## config.mk

```make
export PLATFORM = sky130hd
export DESIGN_NAME = divider
export DESIGN_NICKNAME = d
export VERILOG_FILES = /design/src/rtl/divider.sv
export SDC_FILE = /design/constraint.sdc
export NUM_CORES = 1
export LEC_CHECK = 0
export BUFFER_PORTS_ARGS = -buffer_cell sky130_fd_sc_hd__buf_4
export CORE_MARGIN = 1
export CORE_UTILIZATION = 58
export DETAILED_ROUTE_END_ITERATION = 8
export HOLD_SLACK_MARGIN = 0.02
export MAX_ROUTING_LAYER = met4
export PLACE_DENSITY = 0.85
export SLEW_MARGIN = 15
export SYNTH_ARGS = -nofsm -noshare
export SYNTH_HDL_FRONTEND = slang
export SYNTH_SLANG_ARGS = --single-unit
export TNS_END_PERCENT = 50
```

## constraint.sdc

```tcl
create_clock -name clk -period 2.9 [get_ports clk]
set_input_delay 0 -clock clk [delete_from_list [all_inputs] [get_ports clk]]
set_output_delay 0 -clock clk [all_outputs]
set_load 0.1 [all_outputs]
```

## src/rtl/divider.sv

```systemverilog
// -----------------------------------------------------------------------------
// divider
//
// Sequential unsigned integer divider. It computes quotient and remainder by
// restoring shift-subtract, one quotient bit per clock. It uses the same
// start/ready handshake as the shift-add multiplier that sits beside it in the
// arithmetic datapath. A zero divisor bypasses the iteration entirely and
// reports through div_by_zero.
//
// Handshake (start/ready):
//   start is sampled only while the FSM is IDLE. A request seen there is
//   accepted on that edge, and the operands are captured on that same edge.
//   After acceptance the operand inputs may change freely. While busy is high,
//   any start is ignored and is not queued; the requester must hold or
//   re-assert start until the block returns to IDLE.
//   ready is a single-cycle pulse. It coincides with quotient, remainder and
//   div_by_zero being updated. These three outputs then hold their values until
//   the next completion or reset.
//
// Ports:
//   clk          clock, all state changes on the rising edge
//   rst          synchronous reset, active-high; aborts any division in flight
//   start        request, sampled only in IDLE
//   busy         high while the FSM is in RUN or DONE
//   ready        one-cycle pulse: results are valid and freshly updated
//   dividend     unsigned dividend, captured at an accepted start
//   divisor      unsigned divisor, captured at an accepted start
//   quotient     registered quotient ({N{1'b1}} on divide-by-zero)
//   remainder    registered remainder (the dividend on divide-by-zero)
//   div_by_zero  set together with the results when the captured divisor was 0
//   state_dbg    current FSM state (0 IDLE, 1 RUN, 2 DONE) for observation
// -----------------------------------------------------------------------------
module divider #(
  parameter int N = 4
) (
  input  logic         clk,
  input  logic         rst,
  input  logic         start,
  output logic         busy,
  output logic         ready,
  input  logic [N-1:0] dividend,
  input  logic [N-1:0] divisor,
  output logic [N-1:0] quotient,
  output logic [N-1:0] remainder,
  output logic         div_by_zero,
  output logic [1:0]   state_dbg
);

  localparam int CW = $clog2(N) + 1;

  typedef enum logic [1:0] {
    IDLE = 2'd0,
    RUN  = 2'd1,
    DONE = 2'd2
  } state_t;

  state_t state;
  state_t state_nxt;

  // Working registers. q_reg starts out holding the dividend. Each iteration
  // shifts it left, and the new quotient bit enters at the bottom, so after N
  // steps it holds the quotient.
  logic [N-1:0]  q_reg;
  logic [N:0]    r_reg;
  logic [N-1:0]  d_reg;
  logic [CW-1:0] cnt;

  // One restoring step, computed combinationally from the current registers.
  logic [N:0]    trial;
  logic [N:0]    trial_diff;
  logic          trial_ge;
  logic [N:0]    r_step;
  logic [N-1:0]  q_step;
  logic          last_iter;
  logic          divisor_zero;

  // The partial remainder is always below the divisor, so r_reg[N] is zero
  // between steps. The step therefore shifts only the low N bits. The extra
  // bit of trial catches the bit shifted out, which is what lets the
  // comparison against the divisor see the full N+1-bit value.
  always_comb begin
    trial      = {r_reg[N-1:0], q_reg[N-1]};
    trial_diff = trial - {1'b0, d_reg};
    trial_ge   = (trial >= {1'b0, d_reg});
    r_step     = trial_ge ? trial_diff : trial;
    q_step     = {q_reg[N-2:0], trial_ge};
  end

  assign last_iter    = (cnt == CW'(N - 1));
  assign divisor_zero = (divisor == '0);

  // ---------------------------------------------------------------------------
  // FSM: state register
  // ---------------------------------------------------------------------------
  always_ff @(posedge clk) begin
    if (rst) begin
      state <= IDLE;
    end else begin
      state <= state_nxt;
    end
  end

  // ---------------------------------------------------------------------------
  // FSM: next-state logic
  // ---------------------------------------------------------------------------
  always_comb begin
    state_nxt = state;
    case (state)
      IDLE: begin
        if (start) begin
          // A zero divisor produces its result immediately and goes straight
          // to DONE, so busy and the return to IDLE behave the same way as
          // for a normal division.
          state_nxt = divisor_zero ? DONE : RUN;
        end
      end
      RUN: begin
        if (last_iter) begin
          state_nxt = DONE;
        end
      end
      DONE: begin
        state_nxt = IDLE;
      end
      default: begin
        state_nxt = IDLE;
      end
    endcase
  end

  // ---------------------------------------------------------------------------
  // FSM: outputs decoded from state
  // ---------------------------------------------------------------------------
  always_comb begin
    busy      = (state != IDLE);
    state_dbg = state;
  end

  // ---------------------------------------------------------------------------
  // Datapath and result registers
  // ---------------------------------------------------------------------------
  always_ff @(posedge clk) begin
    if (rst) begin
      q_reg       <= '0;
      r_reg       <= '0;
      d_reg       <= '0;
      cnt         <= '0;
      quotient    <= '0;
      remainder   <= '0;
      div_by_zero <= 1'b0;
      ready       <= 1'b0;
    end else begin
      // ready is a pulse: it is only held high on a completion edge.
      ready <= 1'b0;
      case (state)
        IDLE: begin
          if (start) begin
            if (divisor_zero) begin
              quotient    <= '1;
              remainder   <= dividend;
              div_by_zero <= 1'b1;
              ready       <= 1'b1;
            end else begin
              q_reg <= dividend;
              r_reg <= '0;
              d_reg <= divisor;
              cnt   <= '0;
            end
          end
        end
        RUN: begin
          q_reg <= q_step;
          r_reg <= r_step;
          cnt   <= cnt + CW'(1);
          if (last_iter) begin
            // Publish the results of the step that completes on this edge.
            // The registered q_reg/r_reg are not final until after it.
            quotient    <= q_step;
            remainder   <= r_step[N-1:0];
            div_by_zero <= 1'b0;
            ready       <= 1'b1;
          end
        end
        default: begin
          // DONE: one cycle only. The results simply hold.
        end
      endcase
    end
  end

  // The partial remainder stays below the divisor, so its top bit never
  // survives a step.
  always_ff @(posedge clk) begin
    if (!rst) begin
      assert (r_reg[N] == 1'b0);
    end
  end

endmodule

```

Yosys cells after proc, flatten, opt, wreduce, memory -nomap -nowiden

Index checks and enable logic that the tools add are counted.

Register bits: 27
Output and inout bits: 13

Add/sub/neg operators: 2
$lt $le $gt $ge: 1
Eq/ne operators: 6
Muxes and demuxes: 30
Bitwise gates (word level): 1
Reduce and logical (&&, ||, !) cells: 8

Operators with widths:

| cell                | count |
|---|---|
| $mux 4              | 11 |
| $pmux 4 s2          | 4 |
| $ne 2x2->1 const B  | 4 |
| $mux 1              | 6 |
| $mux 2              | 3 |
| $mux 3              | 2 |
| $pmux 3 s2          | 1 |
| $reduce_and 3->1    | 2 |
| $ge 5x4->1          | 1 |
| $logic_not 4->1     | 1 |
| $pmux 1 s2          | 2 |
| $pmux 2 s2          | 1 |
| $reduce_and 4->1    | 1 |
| $reduce_bool 2->1   | 2 |
| $sub 4x4->4         | 1 |
| $add 3x1->3 const B | 1 |
| $eq 3x2->1 const B  | 1 |
| $eq 2x1->1 const B  | 1 |
| $logic_not 2->1     | 1 |
| $reduce_and 2->1    | 1 |
| $not 1->1           | 1 |

Depth between registers and ports, before layout

Gate-level depths: netlist of the first run.

Word-level depth: 4
Gate-level depth with buffers: 7
Mapped depth without buffers: 7

Least setup slack after synthesis of the first run

OpenSTA, ideal clock, no wires.

Kind: flip-flop to flip-flop
Start: register state[0] (netlist: state_dbg[0])
End: register r_reg[3]
Setup time: 0.091 ns
Arrival: 2.021 ns
Path slack: 0.788 ns
Cell stages (with the launch flop): 5
Buffers on the path: 0
Period minus slack after synthesis: 2.112 ns
Cells stage by stage: dfxtp_1 nand2b_1 a2111oi_0 a41oi_1 a311oi_1

Longest elaborated chain between the ends: 3

RTL lines:

| item                                                      | line | source |
|---|---|---|
| start: declaration                                        | 57   | `state_t state;` |
| start signal: assignment                                  | 99   | `state <= state_nxt;` |
| $logic_not 2->1 or $eq 2x1->1 (tied branches)             | 155  | `case (state)` |
| $ne 2x2->1 (no line) or $reduce_bool 2->1 (tied branches) | -    |  |
| $reduce_and 3->1 (no line)                                | -    |  |
| end signal: assignment                                    | 173  | `r_reg <= r_step;` |
| end: declaration                                          | 64   | `logic [N:0] r_reg;` |

Parallel ways exist; a longest one is shown, timed or not.
A chain may end at the register's enable or synchronous reset.

Final worst setup path of the first run

Start: register state[1] (netlist: state_dbg[1])
End: register d_reg[1]

Longest elaborated chain between the ends: 2

RTL lines:

| item                       | line | source |
|---|---|---|
| $logic_not 2->1            | 155  |  |
| $reduce_and 3->1 (no line) | -    |  |
| end signal: assignment     | 166  | `d_reg <= divisor;` |
| end: declaration           | 65   | `logic [N-1:0] d_reg;` |

Every way passes these cells.

==> run_results.csv, run 1 <==
group,metric,value,unit
clocking,clk_pin_slew_worst_paths,0.16,ns
pwr,switching_share,0.355,
setup_path,worstPathArrival,2.76,ns
timing,hold_slack,0.0771,ns
run_status,outcome,"complete, no violations",
layout,n_fill_cell,127,
routing,drt_pass1_iterations,4,
layout,num_antenna_cells,0,
synth,synth_cell_types,33,
timing,setup_viol,0,
place,place_congestion,0.904,
synth,yosys-top-cells-count,"dfxtp_1 (27), nor2_1 (26), nand2_1 (19)",
clocking,clock_sinks,27,
routing,routed_wl,3880,microns
setup_path,crit_top_cell,"dlygate4sd3_1",
setup_path,cpMaxStageDelayCell,"dlygate4sd3_1",
place,dp.cells,201,
timing,finalHoldViolCount,0,
hold_path,hp-class,"input pin to flop",
routing,avgViaCountPerCell,6.25,
routing,drt_iter0_markers,88,
clocking,cts_resized,0,
setup_path,crit_family,"buffers and inverters",
timing,fmax,405,MHz
timing,rsz0062_at_grt,"no",
synth,async_flop_share,0,
layout,final_nets,214,
synth,syn_avg_cell_area,8.33,sq um
clocking,insertion_delay,0.35,ns
pwr,pwr-share-comb,0.294,
setup_path,cp-end-kind,"flop",
die,row_count,16,
synth,synth_area_leaders,"dfxtp_1 (41%), nor2_1 (7.5%), a311oi_1 (6.0%)",
synth,synth_top_flop_cell,"dfxtp_1",
pwr,power_leakage,0.682,nW
global_routing,grt_pass1_vias,1361,
setup_path,crit_end,"d_reg[1]$_SDFFE_PP0P_",
timing,skew,0.00745,ns
layout,seq_area,541,sq um
setup_path,r2r_start,"state_dbg[1]$_SDFFE_PP0P_",
synth,synth_top_area_share,0.413,
synth,synthCells,157,
synth,yosysTopAreaCell,"dfxtp_1",
layout,multiInputGateArea,703,sq um
clocking,cts_tree,"done",
synth,ys_ff_latch,27,
run,cap_violations,0,
clocking,holdBufCountCts,17,
timing,fin_crit_sh,0.851,
pwr,p_int,535,uW
layout,synthToLayoutAreaGrowth,28.9,%
place,placed_cell_area,0.00149,sq mm
clocking,cts_buffer_depth,2,
timing,drv_slew,0,
pwr,p_per_area,492,mW/mm^2
timing,tightest_slew,0.669,ns
timing,fin_setup_tns,0,ns
global_routing,grt_max_degree,28,
layout,fin_util,0.825,
layout,drive_gt1_frac,0.174,
setup_path,worstPathRequired,3.19,ns
setup_path,crit_type,"flop to flop",
setup_path,path_max_fanout,9,
pwr,seqPwrFrac,0.495,
global_routing,grt_usage,0.351,
place,dp_hpwl,2200,microns
setup_path,cp_num_buf_inv,2,
layout,fin_area,0.00169,sq mm
setup_path,worstSetupPathDepth,5,
setup_path,startpoint,"state_dbg[1]$_SDFFE_PP0P_",
clocking,postCtsSetupRepairBufs,0,
global_routing,grt_pass1_wl,6180,microns
synth,yosysWarnings,0,
setup_path,rr_worst_depth,5,
pwr,p_sw,294,uW
timing,slew_headroom,0.552,
routing,antenna_left,0,
layout,fin_cells,222,
die,fp.dieW,49.5,microns
setup_path,critPathLaunchType,"flop",
synth,post-synth-top-count-cell,"dfxtp_1",
die,die_h,49.5,microns
die,initial_core_util,0.640,
global_routing,grt-ovfl-total,0,
routing,drcViolationCount,0,
setup_path,reg2reg_slack,0.43,ns
global_routing,antenna_found_initial,0,
routing,num_vias,1387,
hold_path,hold_path_depth,3,
place,port_buffers,23,
die,dieArea,0.00245,sq mm
synth,yosysSeqAreaShare,0.413,
routing,detail_route.wl_per_cell,17.5,microns
setup_path,path_cells,"nor2_1, nand3_1, dlygate4sd3_1, a21oi_1, dlygate4sd3_1",
synth,netlist_area,0.00131,sq mm
die,core,0.00204,sq mm
timing,min_period,2.47,ns
clocking,cts_inserted_buffers,3,
synth,syn-num-nets,175,
setup_path,reg2reg_to,"d_reg[1]$_SDFFE_PP0P_",
setup_path,critical_path.max_stage_delay,0.63,ns
pwr,ir_worst_vdd,0.447,mV
synth,synth_edf_count,0,
clocking,clock-root-buffer,"clkbuf_4",
clocking,htreeDepth,1,
die,io_pins,24,
pwr,clockPowerShare,0.211,
## how the worst min path moves through the flow
stage,start,end,slack [ns]
2_1_floorplan,divisor[2],d_reg[2]$_SDFFE_PP0P_,0.15
3_3_place_gp,divisor[1],d_reg[1]$_SDFFE_PP0P_,0.28
3_5_place_dp,divisor[1],d_reg[1]$_SDFFE_PP0P_,0.29
4_1_cts,start,state_dbg[0]$_SDFFE_PP0P_,0.08
5_1_grt,start,state_dbg[0]$_SDFFE_PP0P_,0.09
6_report,start,state_dbg[0]$_SDFFE_PP0P_,0.08
## cell usage in the layout, fill, tap and decap left out, types with 2 or more instances in the layout
cell,n
nand3b_1,3
ha_1,6
a41oi_1,2
nor2b_1,3
nor2_1,26
inv_1,8
buf_4,24
nand2_1,19
a21oi_1,14
nand2b_1,3
and2_1,2
clkbuf_4,3
nand3_1,9
dlygate4sd3_1,17
nor3_1,3
dfxtp_1,27
a311oi_1,9
## power by group through the flow
stage | clock [mW] | combinational, mW | sequential (mW)
2_1_floorplan | 0 | 0.131 | 0.442
3_3_place_gp | 0 | 0.202 | 0.417
3_5_place_dp | 0 | 0.210 | 0.417
4_1_cts | 0.169 | 0.232 | 0.409
5_1_grt | 0.184 | 0.260 | 0.413
6_report | 0.175 | 0.244 | 0.410
## worst reg2reg max path, delay by kind of cell (launching register included)
family	cells	cell delay (ns)
simple gates	2	0.57
flops	1	0.45
compound gates	1	0.17
buf+inv	2	1.23
## logic make-up (layout without fill, tap and decap cells)
| family | Yosys count | after routing | share of synthesized area |
|---|---|---|---|
| flip-flops | 27 | 27 | 0.413 |
| AO/OA/AOI/OAI | 35 | 35 | 0.201 |
| XOR/XNOR | 1 | 1 | 0.00670 |
| adder cells (fa/ha/maj) | 7 | 7 | 0.0727 |
| buffers and inverters | 15 | 53 | 0.0488 |
| AND/OR/NAND/NOR | 72 | 72 | 0.257 |
## layout make-up
cell class | count | area share
Multi-Input combinational cell | 115 | 0.417
Sequential cell | 27 | 0.321
Timing Repair Buffer | 41 | 0.208
Tap cell | 27 | 0.0200
Inverter | 8 | 0.0178
Clock buffer | 3 | 0.0134
Clock inverter | 1 | 0.00297
## metrics by stage
step,total power [mW],worst slack [ns]
after global routing,0.857,0.431
after floorplan,0.573,0.788
after detailed placement,0.627,0.926
after CTS,0.810,0.731
after global placement,0.618,1.01
final,0.829,0.431
## per-layer routing
layer  vias to the layer above  track usage  routed length (microns)
met2                        83        0.573                     1880
met5                         -            -                        0
met4                         0        0.214                      224
met3                        26       0.0679                      293
li1                        626            -                        -
met1                       652        0.396                     1490
Power figures use the tool's default switching activity.
==> run 2: changes to the inputs <==
- HOLD_SLACK_MARGIN: 0.02 -> 0.08
- PLACE_DENSITY: 0.85 -> 0.91
==> run_results.csv, run 2 (synthesized netlist as in run 1, its figures left out) <==
group,metric,value,unit
routing,met1_length,1560,microns
layout,num_antenna_cells,0,
global_routing,grt-ovfl-total,0,
routing,dr.max_layer_used,"met4",
routing,num_vias,1388,
setup_path,crit_family,"buffers and inverters",
routing,dr_wl_met3,273,microns
clocking,clock-root-buffer,"clkbuf_4",
clocking,cts_tree,"done",
setup_path,path_cells,"dlygate4sd3_1, buf_4, or4_4, or3b_4, a21oi_4, nor2_1, a311oi_1, dlygate4sd3_1",
timing,fin_setup_tns,0,ns
clocking,htreeDepth,1,
die,row_count,16,
pwr,power_leakage,0.697,nW
routing,drcViolationCount,0,
clocking,insertion_delay,0.34,ns
clocking,cts_resized,0,
clocking,clk_pin_slew_worst_paths,0.15,ns
layout,final_cell_mix,"dfxtp_1 (27), nor2_1 (26), buf_4 (24)",
layout,multiInputGateArea,703,sq um
setup_path,crit_top_cell,"dlygate4sd3_1",
place,dp_hpwl,2240,microns
clocking,cts_buffer_depth,2,
timing,tightest_slew,0.768,ns
global_routing,grt_usage,0.359,
routing,wl_met2,1880,microns
timing,rsz0062_at_grt,"no",
global_routing,grt_max_degree,28,
setup_path,path_max_fanout,14,
setup_path,cp-end-kind,"flop",
routing,antenna_left,0,
run,cap_violations,0,
die,fp.dieW,49.5,microns
pwr,p_total,834,uW
setup_path,worstPathArrival,2.92,ns
place,port_buffers,23,
place,place_congestion,0.904,
die,initial_core_util,0.640,
global_routing,grt_pass1_vias,1374,
timing,drv_slew,0,
routing,drt_pass1_iterations,4,
setup_path,worstPathRequired,3.20,ns
routing,detail_route.wl_per_cell,17.0,microns
global_routing,antenna_found_initial,0,
timing,fmax,381,MHz
clocking,cts_inserted_buffers,3,
hold_path,hp-class,"flop to flop",
setup_path,critPathLaunchType,"input pin",
place,placed_cell_area,0.00149,sq mm
layout,final_common_cell,"dfxtp_1",
global_routing,grt_pass1_wl,6360,microns
die,io_pins,24,
setup_path,cpMaxStageDelayCell,"dlygate4sd3_1",
layout,fin_area,0.00171,sq mm
layout,n_fill_cell,121,
die,core,0.00204,sq mm
layout,synthToLayoutAreaGrowth,31.1,%
timing,setup_viol,0,
routing,routed_wl,3840,microns
clocking,clock_sinks,27,
timing,fin_crit_sh,0.906,
layout,drive_gt1_frac,0.167,
routing,avgViaCountPerCell,6.17,
setup_path,crit_type,"input pin to flop",
timing,slew_headroom,0.486,
run_status,outcome,"complete, no violations",
layout,final_nets,217,
routing,drt_iter0_markers,86,
layout,seq_area,541,sq um
timing,finalHoldViolCount,0,
setup_path,cp_num_buf_inv,3,
pwr,ir_worst_vdd,0.403,mV
pwr,p_per_area,487,mW/mm^2
die,dieArea,0.00245,sq mm
timing,skew,0.00282,ns
setup_path,critical_path.max_stage_delay,0.57,ns
timing,min_period,2.63,ns
die,die_h,49.5,microns
-- run 2: timing repair --
item	CTS	global route
hold buffers	20	0
buffers inserted	0	0
hold endpoints to repair	27	0
-- run 2: area by class of cell --
type	instances	share of cell area
Tap cell	27	0.0197
Multi-Input combinational cell	115	0.410
Inverter	8	0.0175
Sequential cell	27	0.315
Clock buffer	4	0.0153
Timing Repair Buffer	44	0.222
-- run 2: worst register-to-register path, stage by stage (launching register included) --
cell           delay, ns
dfxtp_1             0.40
inv_1               0.06
ha_1                0.22
or3_1               0.36
a211o_1             0.40
nand3_1             0.14
nand3b_1            0.12
a311oi_1            0.27
dlygate4sd3_1       0.57
-- run 2: final timing paths --
path	from	end	slack, ns	cells past startpoint
worst max register to register	d_reg[2]$_SDFFE_PP0P_	remainder[0]$_SDFFE_PP0P_	0.31	8
worst min-delay path	remainder[3]$_SDFFE_PP0P_	remainder[3]$_SDFFE_PP0P_	0.51	2
worst min register to register	remainder[3]$_SDFFE_PP0P_	remainder[3]$_SDFFE_PP0P_	0.51	2
worst max-delay path	divisor[0]	remainder[0]$_SDFFE_PP0P_	0.27	8
-- run 2: per-stage QoR --
stage | setup slack, ns | std cells | util | hold WS, ns
after global placement | 1.00 | 201 | 0.729 | 0.275
final | 0.273 | 225 | 0.839 | 0.510
after detailed placement | 0.937 | 201 | 0.729 | 0.284
after CTS | 0.303 | 225 | 0.839 | 0.507
after global routing | 0.205 | 225 | 0.839 | 0.529
after floorplan | 0.788 | 157 | - | 0.147
-- run 2: routing by layer --
layer,up-vias,global-route usage
met2,81,0.566
met1,657,0.449
met4,0,0.195
li1,635,-
met5,-,-
met3,15,0.0432
-- run 2: where the power goes --
part / internal (mW) / switching [mW]
sequential: 0.392 / 0.0196
combinational: 0.0934 / 0.155
clock: 0.0541 / 0.120
==> run 3: changes to the inputs <==
- CORE_UTILIZATION: 58 -> 54
- PLACE_DENSITY: 0.91 -> 0.78
- clock period: 2.9 -> 2.5 ns (I/O delays scaled with it)
==> run_results.csv, run 3 (synthesized netlist as in run 1, its figures left out) <==
group,metric,value,unit
routing,antenna_left,0,
layout,seq_area,541,sq um
timing,tightest_slew,0.622,ns
timing,setup_viol,0,
die,initial_core_util,0.580,
setup_path,path_cells,"inv_1, ha_1, or3_1, a211o_1, nand3_1, a311oi_1, dlygate4sd3_1",
setup_path,r2r_start,"d_reg[3]$_SDFFE_PP0P_",
layout,multiInputGateArea,703,sq um
clocking,clk_pin_slew_worst_paths,0.16,ns
setup_path,critical_path.max_stage_delay,0.59,ns
setup_path,cp-end-kind,"flop",
routing,routed_wl,3280,microns
global_routing,grt_pass1_wl,5380,microns
clocking,cts_buffer_depth,2,
run_status,outcome,"complete, no violations",
timing,finalHoldViolCount,0,
routing,drt_iter0_markers,65,
place,port_buffers,23,
global_routing,antenna_found_initial,0,
routing,drt_pass1_iterations,4,
global_routing,grt_usage,0.281,
timing,fin_crit_sh,0.902,
die,row_count,17,
routing,avgViaCountPerCell,5.89,
setup_path,worstSetupPathDepth,7,
layout,final_common_cell,"dfxtp_1",
layout,final_nets,216,
setup_path,cp_num_buf_inv,2,
setup_path,rr_worst_depth,7,
die,core,0.00225,sq mm
clocking,cts_inserted_buffers,3,
timing,min_period,2.25,ns
routing,num_vias,1325,
setup_path,crit_type,"flop to flop",
global_routing,grt-ovfl-total,0,
setup_path,cpMaxStageDelayCell,"dlygate4sd3_1",
timing,slew_headroom,0.584,
timing,fin_setup_tns,0,ns
clocking,clock_sinks,27,
die,fp.dieW,51.2,microns
setup_path,reg2reg_slack,0.25,ns
global_routing,grt_max_degree,28,
layout,num_antenna_cells,0,
place,dp_hpwl,2210,microns
place,place_congestion,0.906,
timing,rsz0062_at_grt,"no",
pwr,p_per_area,559,mW/mm^2
place,pre_cts_ws,0.558,ns
setup_path,crit_family,"buffers and inverters",
clocking,insertion_delay,0.33,ns
layout,synthToLayoutAreaGrowth,30.7,%
clocking,htreeDepth,1,
die,io_pins,24,
clocking,holdBufCountCts,19,
global_routing,grt_pass1_vias,1180,
pwr,power_leakage,0.690,nW
clocking,cts_tree,"done",
die,dieArea,0.00262,sq mm
timing,drv_slew,0,
layout,drive_gt1_frac,0.173,
setup_path,path_max_fanout,8,
setup_path,critPathLaunchType,"flop",
routing,detail_route.wl_per_cell,14.6,microns
timing,skew,0.00210,ns
layout,final_cell_mix,"dfxtp_1 (27), nor2_1 (26), buf_4 (24)",
setup_path,crit_end,"q_reg[0]$_SDFFE_PP0P_",
timing,fmax,444,MHz
clocking,cts_resized,0,
setup_path,startpoint,"d_reg[3]$_SDFFE_PP0P_",
timing,fin_ws,0.245,ns
setup_path,worstPathArrival,2.49,ns
run,cap_violations,0,
hold_path,hp-class,"input pin to flop",
layout,n_fill_cell,159,
clocking,postCtsSetupRepairBufs,0,
clocking,clock-root-buffer,"clkbuf_4",
setup_path,reg2reg_to,"q_reg[0]$_SDFFE_PP0P_",
die,die_h,51.2,microns
routing,drcViolationCount,0,
pwr,ir_worst_vdd,0.595,mV
setup_path,worstPathRequired,2.74,ns
-- run 3: cell type report --
cell class,count,area share
inverters,8,0.0176
clock inverters,1,0.00439
flip-flops and latches,27,0.316
clock buffers,3,0.0132
multi-input cells,115,0.411
well taps,28,0.0205
repair buffers,43,0.217
-- run 3: power by group --
part / internal (mW) / switching, mW / total [mW]
sequential: 0.454 / 0.0216 / 0.476
combinational: 0.109 / 0.171 / 0.280
clock: 0.0612 / 0.138 / 0.200
total: 0.625 / 0.331 / 0.955
-- run 3: metal layers --
layer / GRT usage / up-vias / part of all wire / wire, microns
met1: 0.369 / 612 / 0.41 / 1330
li1: - / 637 / - / -
met4: 0.0509 / 0 / 0.0037 / 12
met2: 0.467 / 74 / 0.51 / 1660
met3: 0.0357 / 2 / 0.085 / 280
met5: - / - / 0 / 0
-- run 3: how the worst min path moves through the flow --
stage,startpoint,endpoint,slack [ns],depth (start not counted)
2_1_floorplan,divisor[2],d_reg[2]$_SDFFE_PP0P_,0.15,2
3_3_place_gp,divisor[3],d_reg[3]$_SDFFE_PP0P_,0.28,3
3_5_place_dp,divisor[3],d_reg[3]$_SDFFE_PP0P_,0.28,3
4_1_cts,start,state_dbg[0]$_SDFFE_PP0P_,0.09,3
5_1_grt,start,state_dbg[0]$_SDFFE_PP0P_,0.11,3
6_report,start,state_dbg[0]$_SDFFE_PP0P_,0.09,3
-- run 3: worst min-delay path: stages --
cell and delay (ns):
buf_4 0.14, nand3_1 0.17, a21oi_1 0.09
-- run 3: stage by stage --
step / cells / utilization / instance area, sq um / hold WS [ns] / power (mW)
3_3_place_gp: 202 / 0.660 / 1490 / 0.280 / 0.720
6_report: 225 / 0.758 / 1710 / 0.0945 / 0.955
2_1_floorplan: 157 / - / 1310 / 0.147 / 0.665
5_1_grt: 225 / 0.758 / 1710 / 0.115 / 0.996
3_5_place_dp: 202 / 0.660 / 1490 / 0.283 / 0.729
4_1_cts: 225 / 0.758 / 1710 / 0.0874 / 0.947
